### config.mk
export PLATFORM = sky130hd
export DESIGN_NAME = dmem_axi_bridge
export DESIGN_NICKNAME = d
export VERILOG_FILES = /design/src/rtl/dmem_axi_bridge_pkg.sv /design/src/rtl/dmem_axi_bridge.sv
export SDC_FILE = /design/constraint.sdc
export NUM_CORES = 1
export LEC_CHECK = 0
export BUFFER_PORTS_ARGS = -buffer_cell sky130_fd_sc_hd__buf_4
export CAP_MARGIN = 0
export CORE_AREA = 2 2 116 118
export DETAILED_ROUTE_END_ITERATION = 8
export DIE_AREA = 0 0 118 120
export PLACE_DENSITY = 0.68
export SYNTH_ARGS = -nofsm -noshare
export SYNTH_HDL_FRONTEND = slang
export SYNTH_SLANG_ARGS = --single-unit
### constraint.sdc
create_clock -name clk -period 3.9 [get_ports clk]
set_input_delay 1.17 -clock clk [delete_from_list [all_inputs] [get_ports clk]]
set_output_delay 1.17 -clock clk [all_outputs]
set_load 0.03 [all_outputs]
### src/rtl/dmem_axi_bridge_pkg.sv
// rtl/dmem_axi_bridge_pkg.sv - shared types, AXI constants and strobe-to-size helper
// Purpose: FSM state encoding for the data-memory bridge, fixed AXI4 field
// values and the mapping from byte strobes to AXI transfer size.
// Ports: none (package).
package dmem_axi_bridge_pkg;

  typedef enum logic [2:0] {
    ST_IDLE,
    ST_RD_ADDR,
    ST_RD_DATA,
    ST_WR,
    ST_WR_RESP,
    ST_DONE
  } state_t;

  localparam logic [1:0] AXI_BURST_INCR = 2'b01;
  localparam logic [7:0] AXI_LEN_SINGLE = 8'd0;
  localparam logic [2:0] AXI_SIZE_B     = 3'd0;
  localparam logic [2:0] AXI_SIZE_H     = 3'd1;
  localparam logic [2:0] AXI_SIZE_W     = 3'd2;

  // Strobes arrive already lane-aligned from the core, so only the
  // population pattern matters. Unexpected patterns fall back to a word
  // transfer; wstrb still qualifies which bytes land.
  function automatic logic [2:0] strb_to_size(input logic [3:0] strb);
    case (strb)
      4'b1111:                            return AXI_SIZE_W;
      4'b0011, 4'b1100:                   return AXI_SIZE_H;
      4'b0001, 4'b0010, 4'b0100, 4'b1000: return AXI_SIZE_B;
      default:                            return AXI_SIZE_W;
    endcase
  endfunction

endpackage

### src/rtl/dmem_axi_bridge.sv
// rtl/dmem_axi_bridge.sv - core data-memory port to single-beat AXI4 bridge
// Purpose: turns each data request from the core into one AXI4 read or write
// transaction, stalls the pipeline until it completes and holds the result
// until the memory stage advances.
// Ports:
//   clk, rst            - clock, synchronous active-high reset
//   mem_en/addr/wen/wdata, mem_rdata, d_stall - core data request port
//   longest_stall       - OR of all pipeline stalls (low = M advances)
//   ar*/r*/aw*/w*/b*    - AXI4 master channels
module dmem_axi_bridge
  import dmem_axi_bridge_pkg::*;
#(
  parameter logic [3:0] AXI_ID = 4'd1
) (
  input  logic        clk,
  input  logic        rst,
  input  logic        mem_en,
  input  logic [31:0] mem_addr,
  input  logic [3:0]  mem_wen,
  input  logic [31:0] mem_wdata,
  output logic [31:0] mem_rdata,
  output logic        d_stall,
  input  logic        longest_stall,
  output logic [3:0]  arid,
  output logic [31:0] araddr,
  output logic [7:0]  arlen,
  output logic [2:0]  arsize,
  output logic [1:0]  arburst,
  output logic        arvalid,
  input  logic        arready,
  input  logic [3:0]  rid,
  input  logic [31:0] rdata,
  input  logic [1:0]  rresp,
  input  logic        rlast,
  input  logic        rvalid,
  output logic        rready,
  output logic [3:0]  awid,
  output logic [31:0] awaddr,
  output logic [7:0]  awlen,
  output logic [2:0]  awsize,
  output logic [1:0]  awburst,
  output logic        awvalid,
  input  logic        awready,
  output logic [3:0]  wid,
  output logic [31:0] wdata,
  output logic [3:0]  wstrb,
  output logic        wlast,
  output logic        wvalid,
  input  logic        wready,
  input  logic [3:0]  bid,
  input  logic [1:0]  bresp,
  input  logic        bvalid,
  output logic        bready
);

  state_t      state, next_state;
  logic [31:0] addr_q, wdata_q;
  logic [3:0]  wen_q;
  logic [2:0]  size_q;
  logic        aw_ok, w_ok;

  logic ar_hs, r_hs, aw_hs, w_hs, b_hs, aw_done, w_done;
  assign ar_hs   = arvalid & arready;
  assign r_hs    = rready & rvalid;
  assign aw_hs   = awvalid & awready;
  assign w_hs    = wvalid & wready;
  assign b_hs    = bready & bvalid;
  // Each write channel counts as done once its handshake has happened,
  // either earlier (sticky flag) or in the current cycle.
  assign aw_done = aw_ok | aw_hs;
  assign w_done  = w_ok | w_hs;

  // Response status and IDs are intentionally not acted upon.
  logic unused_resp;
  assign unused_resp = ^{rid, rresp, rlast, bid, bresp};

  // State register
  always_ff @(posedge clk) begin
    if (rst) state <= ST_IDLE;
    else     state <= next_state;
  end

  // Next-state logic
  always_comb begin
    next_state = state;
    case (state)
      ST_IDLE:    if (mem_en) next_state = (mem_wen == 4'b0000) ? ST_RD_ADDR : ST_WR;
      ST_RD_ADDR: if (ar_hs) next_state = ST_RD_DATA;
      ST_RD_DATA: if (r_hs) next_state = ST_DONE;
      ST_WR:      if (aw_done && w_done) next_state = ST_WR_RESP;
      ST_WR_RESP: if (b_hs) next_state = ST_DONE;
      // Result is held here until the pipeline actually moves on, so a
      // request still presented during an unrelated stall is not reissued.
      ST_DONE:    if (!longest_stall) next_state = ST_IDLE;
      default:    next_state = ST_IDLE;
    endcase
  end

  // Combinational outputs
  always_comb begin
    d_stall = mem_en && (state != ST_DONE);
    arid    = AXI_ID;
    araddr  = {addr_q[31:2], 2'b00};
    arlen   = AXI_LEN_SINGLE;
    arsize  = AXI_SIZE_W;
    arburst = AXI_BURST_INCR;
    awid    = AXI_ID;
    awaddr  = addr_q;
    awlen   = AXI_LEN_SINGLE;
    awsize  = size_q;
    awburst = AXI_BURST_INCR;
    wid     = AXI_ID;
    wdata   = wdata_q;
    wstrb   = wen_q;
    wlast   = 1'b1;
  end

  // Registered handshake outputs and request capture. Valids/readies are
  // derived from next_state so they are flops aligned with the state.
  always_ff @(posedge clk) begin
    if (rst) begin
      arvalid   <= 1'b0;
      rready    <= 1'b0;
      awvalid   <= 1'b0;
      wvalid    <= 1'b0;
      bready    <= 1'b0;
      aw_ok     <= 1'b0;
      w_ok      <= 1'b0;
      addr_q    <= '0;
      wen_q     <= '0;
      wdata_q   <= '0;
      size_q    <= '0;
      mem_rdata <= '0;
    end else begin
      arvalid <= (next_state == ST_RD_ADDR);
      rready  <= (next_state == ST_RD_DATA);
      bready  <= (next_state == ST_WR_RESP);
      // Drop each write valid right after its own handshake; the other may
      // still be waiting.
      awvalid <= (next_state == ST_WR) && !((state == ST_WR) && aw_done);
      wvalid  <= (next_state == ST_WR) && !((state == ST_WR) && w_done);

      if (state == ST_IDLE && mem_en) begin
        addr_q  <= mem_addr;
        wen_q   <= mem_wen;
        wdata_q <= mem_wdata;
        size_q  <= strb_to_size(mem_wen);
        aw_ok   <= 1'b0;
        w_ok    <= 1'b0;
      end else if (state == ST_WR) begin
        aw_ok <= aw_done;
        w_ok  <= w_done;
      end

      if (r_hs) mem_rdata <= rdata;
    end
  end

endmodule

**After elaboration in Yosys (flattened, before gate mapping)**

Cells that the tools add are included.

- Register bits after elaboration: 113
- Input bits: 122
- Output and inout bits: 177
- Word-level logic and storage cells: 59

- Equality and inequality tests: 16
- Muxes and demuxes: 9
- Bitwise operators: 7
- Reduce and logical (&&, ||, !) cells: 14

Operator list:

| kind | count |
|---|---|
| two-way mux 3 bit | 6 |
| case mux 3 bit (6 select lines) | 1 |
| equality test 3 x 2 -> 1 bit (second input constant) | 4 |
| equality test 3 bit (second input constant) | 3 |
| equality test 4 x 2 -> 1 bit (second input constant) | 2 |
| equality test 4 bit (second input constant) | 2 |
| logical AND 1 bit | 7 |
| equality test 3 x 1 -> 1 bit (second input constant) | 2 |
| AND 1 bit | 5 |
| equality test 4 x 1 -> 1 bit (second input constant) | 1 |
| equality test 4 x 3 -> 1 bit (second input constant) | 1 |
| logical NOT 4 bit | 1 |
| case mux 2 bit (2 select lines) | 1 |
| OR reduction 2 bit | 2 |
| OR reduction 4 bit | 1 |
| logical NOT 3 bit | 1 |
| != test 3 bit (second input constant) | 1 |
| logical NOT 1 bit | 2 |
| two-way mux 2 bit | 1 |
| bitwise OR 1 bit | 2 |

**Depth between registers and ports, before layout**

Gate-level depths: netlist of the first run.

- Word-level depth: 7
- Mapped depth: 6
- Gate-level depth less buffers: 5

**Worst setup path after synthesis of the first run**

OpenSTA, ideal clock, no wires.

- Kind: input port to output port
- Start: input mem_en
- End: output d_stall
- Arrival: 1.889 ns
- Required time: 2.730 ns
- Slack: 0.841 ns
- Stages on the path: 1
- Path buffers: 0
- Cells stage by stage: a21boi_0

- Word-level cells in the longest chain between the ends: 1

RTL lines:

| element | RTL line | source |
|---|---|---|
| from (decl) | dmem_axi_bridge.sv:17 | `input logic mem_en,` |
| logical AND 1 bit | dmem_axi_bridge.sv:101 | `d_stall = mem_en && (state != ST_DONE);` |
| to (decl) | dmem_axi_bridge.sv:22 | `output logic d_stall,` |

No other way between the ends.

**Worst setup path in the final report of the first run**

Same ends and word-level chain as after synthesis.

==> impl_metrics.json, run 1 <==
{
  "status": "finished, final reports clean",
  "whs_path_depth": 2,
  "final_common_cell": "buf_4",
  "via_count": 4111,
  "fp.dieW_microns": 118,
  "post-cts-setup-buffers": 0,
  "critPathArrivalTime_ns": 1.62,
  "cts_inserted_buffers": 9,
  "netlist_area_sq_um": 4472,
  "final_area_sq_um": 6396,
  "worstHoldPathType": "flip-flop to flip-flop",
  "place_area_sq_um": 6075,
  "antennaDiodeCount": 0,
  "nets": 886,
  "synth-seq-cells": 112,
  "power_frac_comb_pct": 26.1,
  "path_clk_slew_ns": 0.07,
  "die_y_microns": 120,
  "clock_sinks": 112,
  "cap_violations": 0,
  "grt_pass1_wl_microns": 18130,
  "antenna_found_initial": 0,
  "reg2reg_to": "awsize[0]",
  "ant_nets": 0,
  "power.density_nw_per_um2": 481.1,
  "crit_path_end_kind": "primary output",
  "power.switching_uw": 988.9,
  "cts_tree": "done",
  "gp_congestion": 0.7182,
  "firstDrtPassIters": 4,
  "synthDistinctLibCells": 32,
  "syn-instance-count": 567,
  "cts_htree_levels": 3,
  "die_area_sq_um": 14160,
  "switching_share_pct": 32.13,
  "fill_cells": 1309,
  "seqPwrFrac_pct": 41.9,
  "start_util_pct": 34.45,
  "rsz0062_at_grt": "no",
  "reg2reg_slack_ns": 1.93,
  "vias_per_cell": 4.350,
  "grt_max_degree": 64,
  "r2r_cells": 5,
  "first_global_vias": 3651,
  "clock_latency_ns": 0.35,
  "hp-start": "wdata[22]",
  "required_ns": 2.73,
  "crit_type": "input pin to primary output",
  "setup_viol": 0,
  "finalHoldViolCount": 0,
  "cp-startpoint": "mem_en",
  "finalWirelength_microns": 11960,
  "slew_violations": 0,
  "worst_hold_path.endpoint": "wdata[22]",
  "fp-row-count": 42,
  "cts_buffer_depth": 2,
  "seq_area_frac_synth_pct": 50.14,
  "route.detailed.drc": 0,
  "grt_usage_pct": 15.99,
  "dp.final_hpwl_microns": 8655,
  "synth_area_per_cell_sq_um": 7.887,
  "tightest_slew_ns": 0.5257,
  "slew_headroom_pct": 64.95,
  "ir_drop_mv": 0.2247,
  "wl_per_cell_microns": 12.66,
  "fmax_ghz": 0.3586,
  "port_buffers": 246,
  "critical_path_peak_fanout": 4,
  "hold_buffers": 0,
  "startpoint_type": "input pin",
  "p_int_uw": 2088,
  "fp.coreArea_sq_um": 12980,
  "min_period_ns": 2.788,
  "cts_resized": 0,
  "r2r_start": "state[0]",
  "final_cell_mix": "buf_4, nand2_1, dfxtp_1",
  "power_leakage_uw": 0.002894,
  "fin_setup_tns_ns": 0,
  "fin_worst_skew_ns": 0.007801,
  "ys.warnings.count": 0,
  "finalCritPeriodShare_pct": 71.49,
  "clock_power_share_pct": 31.9,
  "syn_to_final_growth_pct": 43.03,
  "grt_remaining_overflow": 0,
  "ioPinCount": 299,
  "drive_gt1_share_pct": 35.50,
  "cts_root_buf": "clkbuf_16",
  "drt_iter0_drc": 202
}
## power groups by stage
stage               Clock (uW)  Sequential, uW  Combinational (uW)
CTS                       1030            1290                 813
global placement             0            1320                 809
finish                     983            1290                 804
detailed placement           0            1320                 813
floorplan                    0            1480                 393
global route              1070            1300                 860
## layer usage
| metal | part of all wire, % | vias to the layer above | track usage (%) |
|---|---|---|---|
| met2 | 48 | 189 | 26.64 |
| met3 | 9.1 | 13 | 5.798 |
| met4 | 1.8 | 0 | 6.852 |
| li1 | - | 2109 | - |
| met1 | 42 | 1800 | 18.54 |
| met5 | 0 | - | 0 |
## cell type report
type	instances	area, sq um	share of cell area, %
clock buffer	10	229.0	3.580
clock inverter	6	92.59	1.448
inverter	1	3.754	0.05869
multi-input combinational	387	1697	26.53
sequential	112	2242	35.05
tap	176	220.2	3.443
timing repair buffer	253	1912	29.89
## state kept, by name, summed over array words and instances, names as in the netlist, 2 cells and up
name	count
awaddr	32
state	3
awsize	2
mem_rdata	32
wdata	32
wstrb	4
## per-stage QoR
stage | util, % | cells | setup slack, ns | power [uW] | hold WS [ns]
2_1_floorplan | - | 604 | 0.8410 | 1873 | 0.4681
3_3_place_gp | 46.80 | 929 | 1.114 | 2124 | 0.4425
3_5_place_dp | 46.80 | 929 | 1.104 | 2132 | 0.4466
4_1_cts | 49.28 | 945 | 1.104 | 3131 | 0.4568
5_1_grt | 49.28 | 945 | 1.045 | 3233 | 0.4724
6_report | 49.28 | 945 | 1.112 | 3077 | 0.4534
## worst max-delay path by stage
stage | endpoint | slack (ns) | cells after the start
final | d_stall | 1.11 | 3
after global routing | d_stall | 1.05 | 3
after CTS | d_stall | 1.10 | 3
after detailed placement | d_stall | 1.10 | 3
after global placement | d_stall | 1.11 | 3
after floorplan | d_stall | 0.84 | 1
## cell families (layout without fill, tap and decap cells)
group                  Yosys count  in the layout  synth area share, %
other                            2             39               0.1679
AND/OR/NAND/NOR                236            236                21.29
AO/OA/AOI/OAI                  112            112                13.23
flip-flops                     112            112                50.14
buffers and inverters          105            270                15.17
## Yosys cell counts
cell	number	share of area [%]
nand2_1	202	17
dfxtp_1	112	50
a21oi_1	103	12
buf_4	69	12
clkbuf_1	25	2.1
nor2_1	11	0.92
buf_2	8	0.90
nor3_1	8	0.90
nor3b_1	3	0.50
buf_6	2	0.50
conb_1	2	0.17
nand3_1	2	0.22
a21boi_0	1	0.17
a31o_2	1	0.20
a31oi_1	1	0.14
a32oi_1	1	0.20
a41o_1	1	0.22
and2_1	1	0.14
and3_1	1	0.14
and4b_1	1	0.22
inv_1	1	0.084
nand3b_1	1	0.17
nand4_1	1	0.14
nor2b_1	1	0.14
nor3b_2	1	0.28
nor4_1	1	0.14
nor4b_1	1	0.20
o211ai_1	1	0.17
o21ai_0	1	0.11
o21bai_1	1	0.17
o2bb2ai_2	1	0.34
or4b_1	1	0.22
## worst max-delay path: stages
cell      delay [ns]
buf_4           0.09
a21boi_0        0.17
buf_4           0.19
Power figures use the tool's default switching activity.
==> inputs of run 2 (changes only) <==
--- a/config.mk
+++ b/config.mk
@@ -7,10 +7,10 @@
 export LEC_CHECK = 0
 export BUFFER_PORTS_ARGS = -buffer_cell sky130_fd_sc_hd__buf_4
 export CAP_MARGIN = 0
-export CORE_AREA = 2 2 116 118
+export CORE_AREA = 2 2 115 117
 export DETAILED_ROUTE_END_ITERATION = 8
-export DIE_AREA = 0 0 118 120
-export PLACE_DENSITY = 0.68
+export DIE_AREA = 0 0 117 119
+export PLACE_DENSITY = 0.71
 export SYNTH_ARGS = -nofsm -noshare
 export SYNTH_HDL_FRONTEND = slang
 export SYNTH_SLANG_ARGS = --single-unit
==> constraint.sdc (replaced) <==
create_clock -name clk -period 2.28 [get_ports clk]
set_input_delay 0.684 -clock clk [delete_from_list [all_inputs] [get_ports clk]]
set_output_delay 0.684 -clock clk [all_outputs]
set_load 0.03 [all_outputs]
==> run 2 against run 1 <==
Via count increased by 0.19%. Non-clock buffer count rose by 1. Critical path depth is the same. Critical path type is now flip-flop to primary output.
==> impl_metrics.json, run 2 (synthesized netlist as in run 1, its figures left out) <==
{
  "status": "finished, final reports clean",
  "route.detailed.drc": 0,
  "pre_cts_ws_ns": 0.1779,
  "clock_power_share_pct": 30.6,
  "start_util_pct": 34.73,
  "antenna_found_initial": 0,
  "dp.final_hpwl_microns": 8443,
  "vias_per_cell": 4.354,
  "finalWirelength_microns": 11830,
  "min_period_ns": 2.055,
  "ioPinCount": 299,
  "power_frac_comb_pct": 26.7,
  "cts_resized": 0,
  "fin_worst_skew_ns": 0.006574,
  "gr-usage-met1_pct": 18.42,
  "wl_per_cell_microns": 12.50,
  "worst_slack_ns": 0.2253,
  "gp_congestion": 0.7231,
  "port_buffers": 246,
  "fmax_ghz": 0.4867,
  "top_usage_layer": "met2",
  "power_leakage_uw": 0.002899,
  "critical_path_peak_fanout": 8,
  "startpoint_type": "flip-flop",
  "power.density_nw_per_um2": 809.1,
  "syn_to_final_growth_pct": 42.89,
  "post-cts-setup-buffers": 0,
  "crit_path_end_kind": "primary output",
  "clock_sinks": 112,
  "fin_setup_tns_ns": 0,
  "required_ns": 1.60,
  "power.switching_uw": 1704,
  "multi_input_area_sq_um": 1697,
  "worstHoldPathType": "flip-flop to flip-flop",
  "final_cell_mix": "buf_4, nand2_1, dfxtp_1",
  "clock_latency_ns": 0.34,
  "hold_buffers": 0,
  "cts_inserted_buffers": 9,
  "cts_htree_levels": 3,
  "cap_violations": 0,
  "critPathArrivalTime_ns": 1.37,
  "cts_root_buf": "clkbuf_16",
  "grt_usage_pct": 15.93,
  "finalHoldViolCount": 0,
  "cts_tree": "done",
  "ir_drop_mv": 0.3542,
  "setup_viol": 0,
  "ant_nets": 0,
  "finalCritPeriodShare_pct": 90.12,
  "rsz0062_at_grt": "no",
  "switching_share_pct": 32.96,
  "first_global_vias": 3548,
  "fp-row-count": 42,
  "drt_iter0_drc": 188,
  "die_area_sq_um": 13920,
  "cts_buffer_depth": 2,
  "slew_violations": 0,
  "seqPwrFrac_pct": 42.7,
  "fp.dieW_microns": 117,
  "grt_remaining_overflow": 0,
  "path_clk_slew_ns": 0.07,
  "register_area_sq_um": 2242,
  "die_y_microns": 119,
  "grt_util_met2_pct": 26.73,
  "p_int_uw": 3466,
  "antennaDiodeCount": 0,
  "via_count": 4119,
  "fill_cells": 1285,
  "crit_type": "flip-flop to primary output",
  "fp.coreArea_sq_um": 12870,
  "final_common_cell": "buf_4",
  "nets": 887,
  "firstDrtPassIters": 4,
  "grt_pass1_wl_microns": 17480,
  "post-route-util_pct": 49.63,
  "use_met3_pct": 6.005,
  "drive_gt1_share_pct": 35.71,
  "grt_max_degree": 72
}
run 2: cell type report:
type | instances | area share, %
clock buffer | 9 | 3.525
inverter | 1 | 0.05874
tap | 176 | 3.446
sequential | 112 | 35.09
timing repair buffer | 254 | 30.23
clock inverter | 7 | 1.097
multi-input combinational | 387 | 26.55
run 2: worst max-delay path, cell delays in order, from the launching register on:
cell	delay [ns]
dfxtp_1	0.47
nor2b_1	0.26
a21boi_0	0.12
buf_4	0.19
run 2: metrics by stage:
step                instances  hold slack [ns]  power, uW  instance area [sq um]
finish                    946           0.4525       5170                   6390
detailed placement        930           0.4460       3652                   6095
CTS                       946           0.4548       5248                   6390
global route              946           0.4729       5428                   6390
floorplan                 604           0.4681       3203                   4611
global placement          930           0.4405       3639                   6095
run 2: path summary, 6_finish.rpt:
kind              startpoint          to  slack (ns)  cells past startpoint
setup / recovery    state[0]     d_stall        0.23                      3
hold / removal     awsize[1]   awsize[1]        0.45                      2
setup reg to reg    state[0]  awaddr[21]        0.50                      4
hold reg to reg    awsize[1]   awsize[1]        0.45                      2
run 2: power groups by stage:
| stage | Combinational, uW | Sequential, uW | Clock [uW] |
|---|---|---|---|
| global route | 1490 | 2230 | 1710 |
| CTS | 1400 | 2210 | 1640 |
| global placement | 1390 | 2250 | 0 |
| floorplan | 673 | 2530 | 0 |
| detailed placement | 1400 | 2250 | 0 |
| finish | 1380 | 2210 | 1580 |
run 2: per-layer routing:
metal  wire length (microns)  up-vias
met5                       0        -
met4                     146        0
li1                        -     2111
met2                    5709      176
met3                    1182        9
met1                    4787     1823
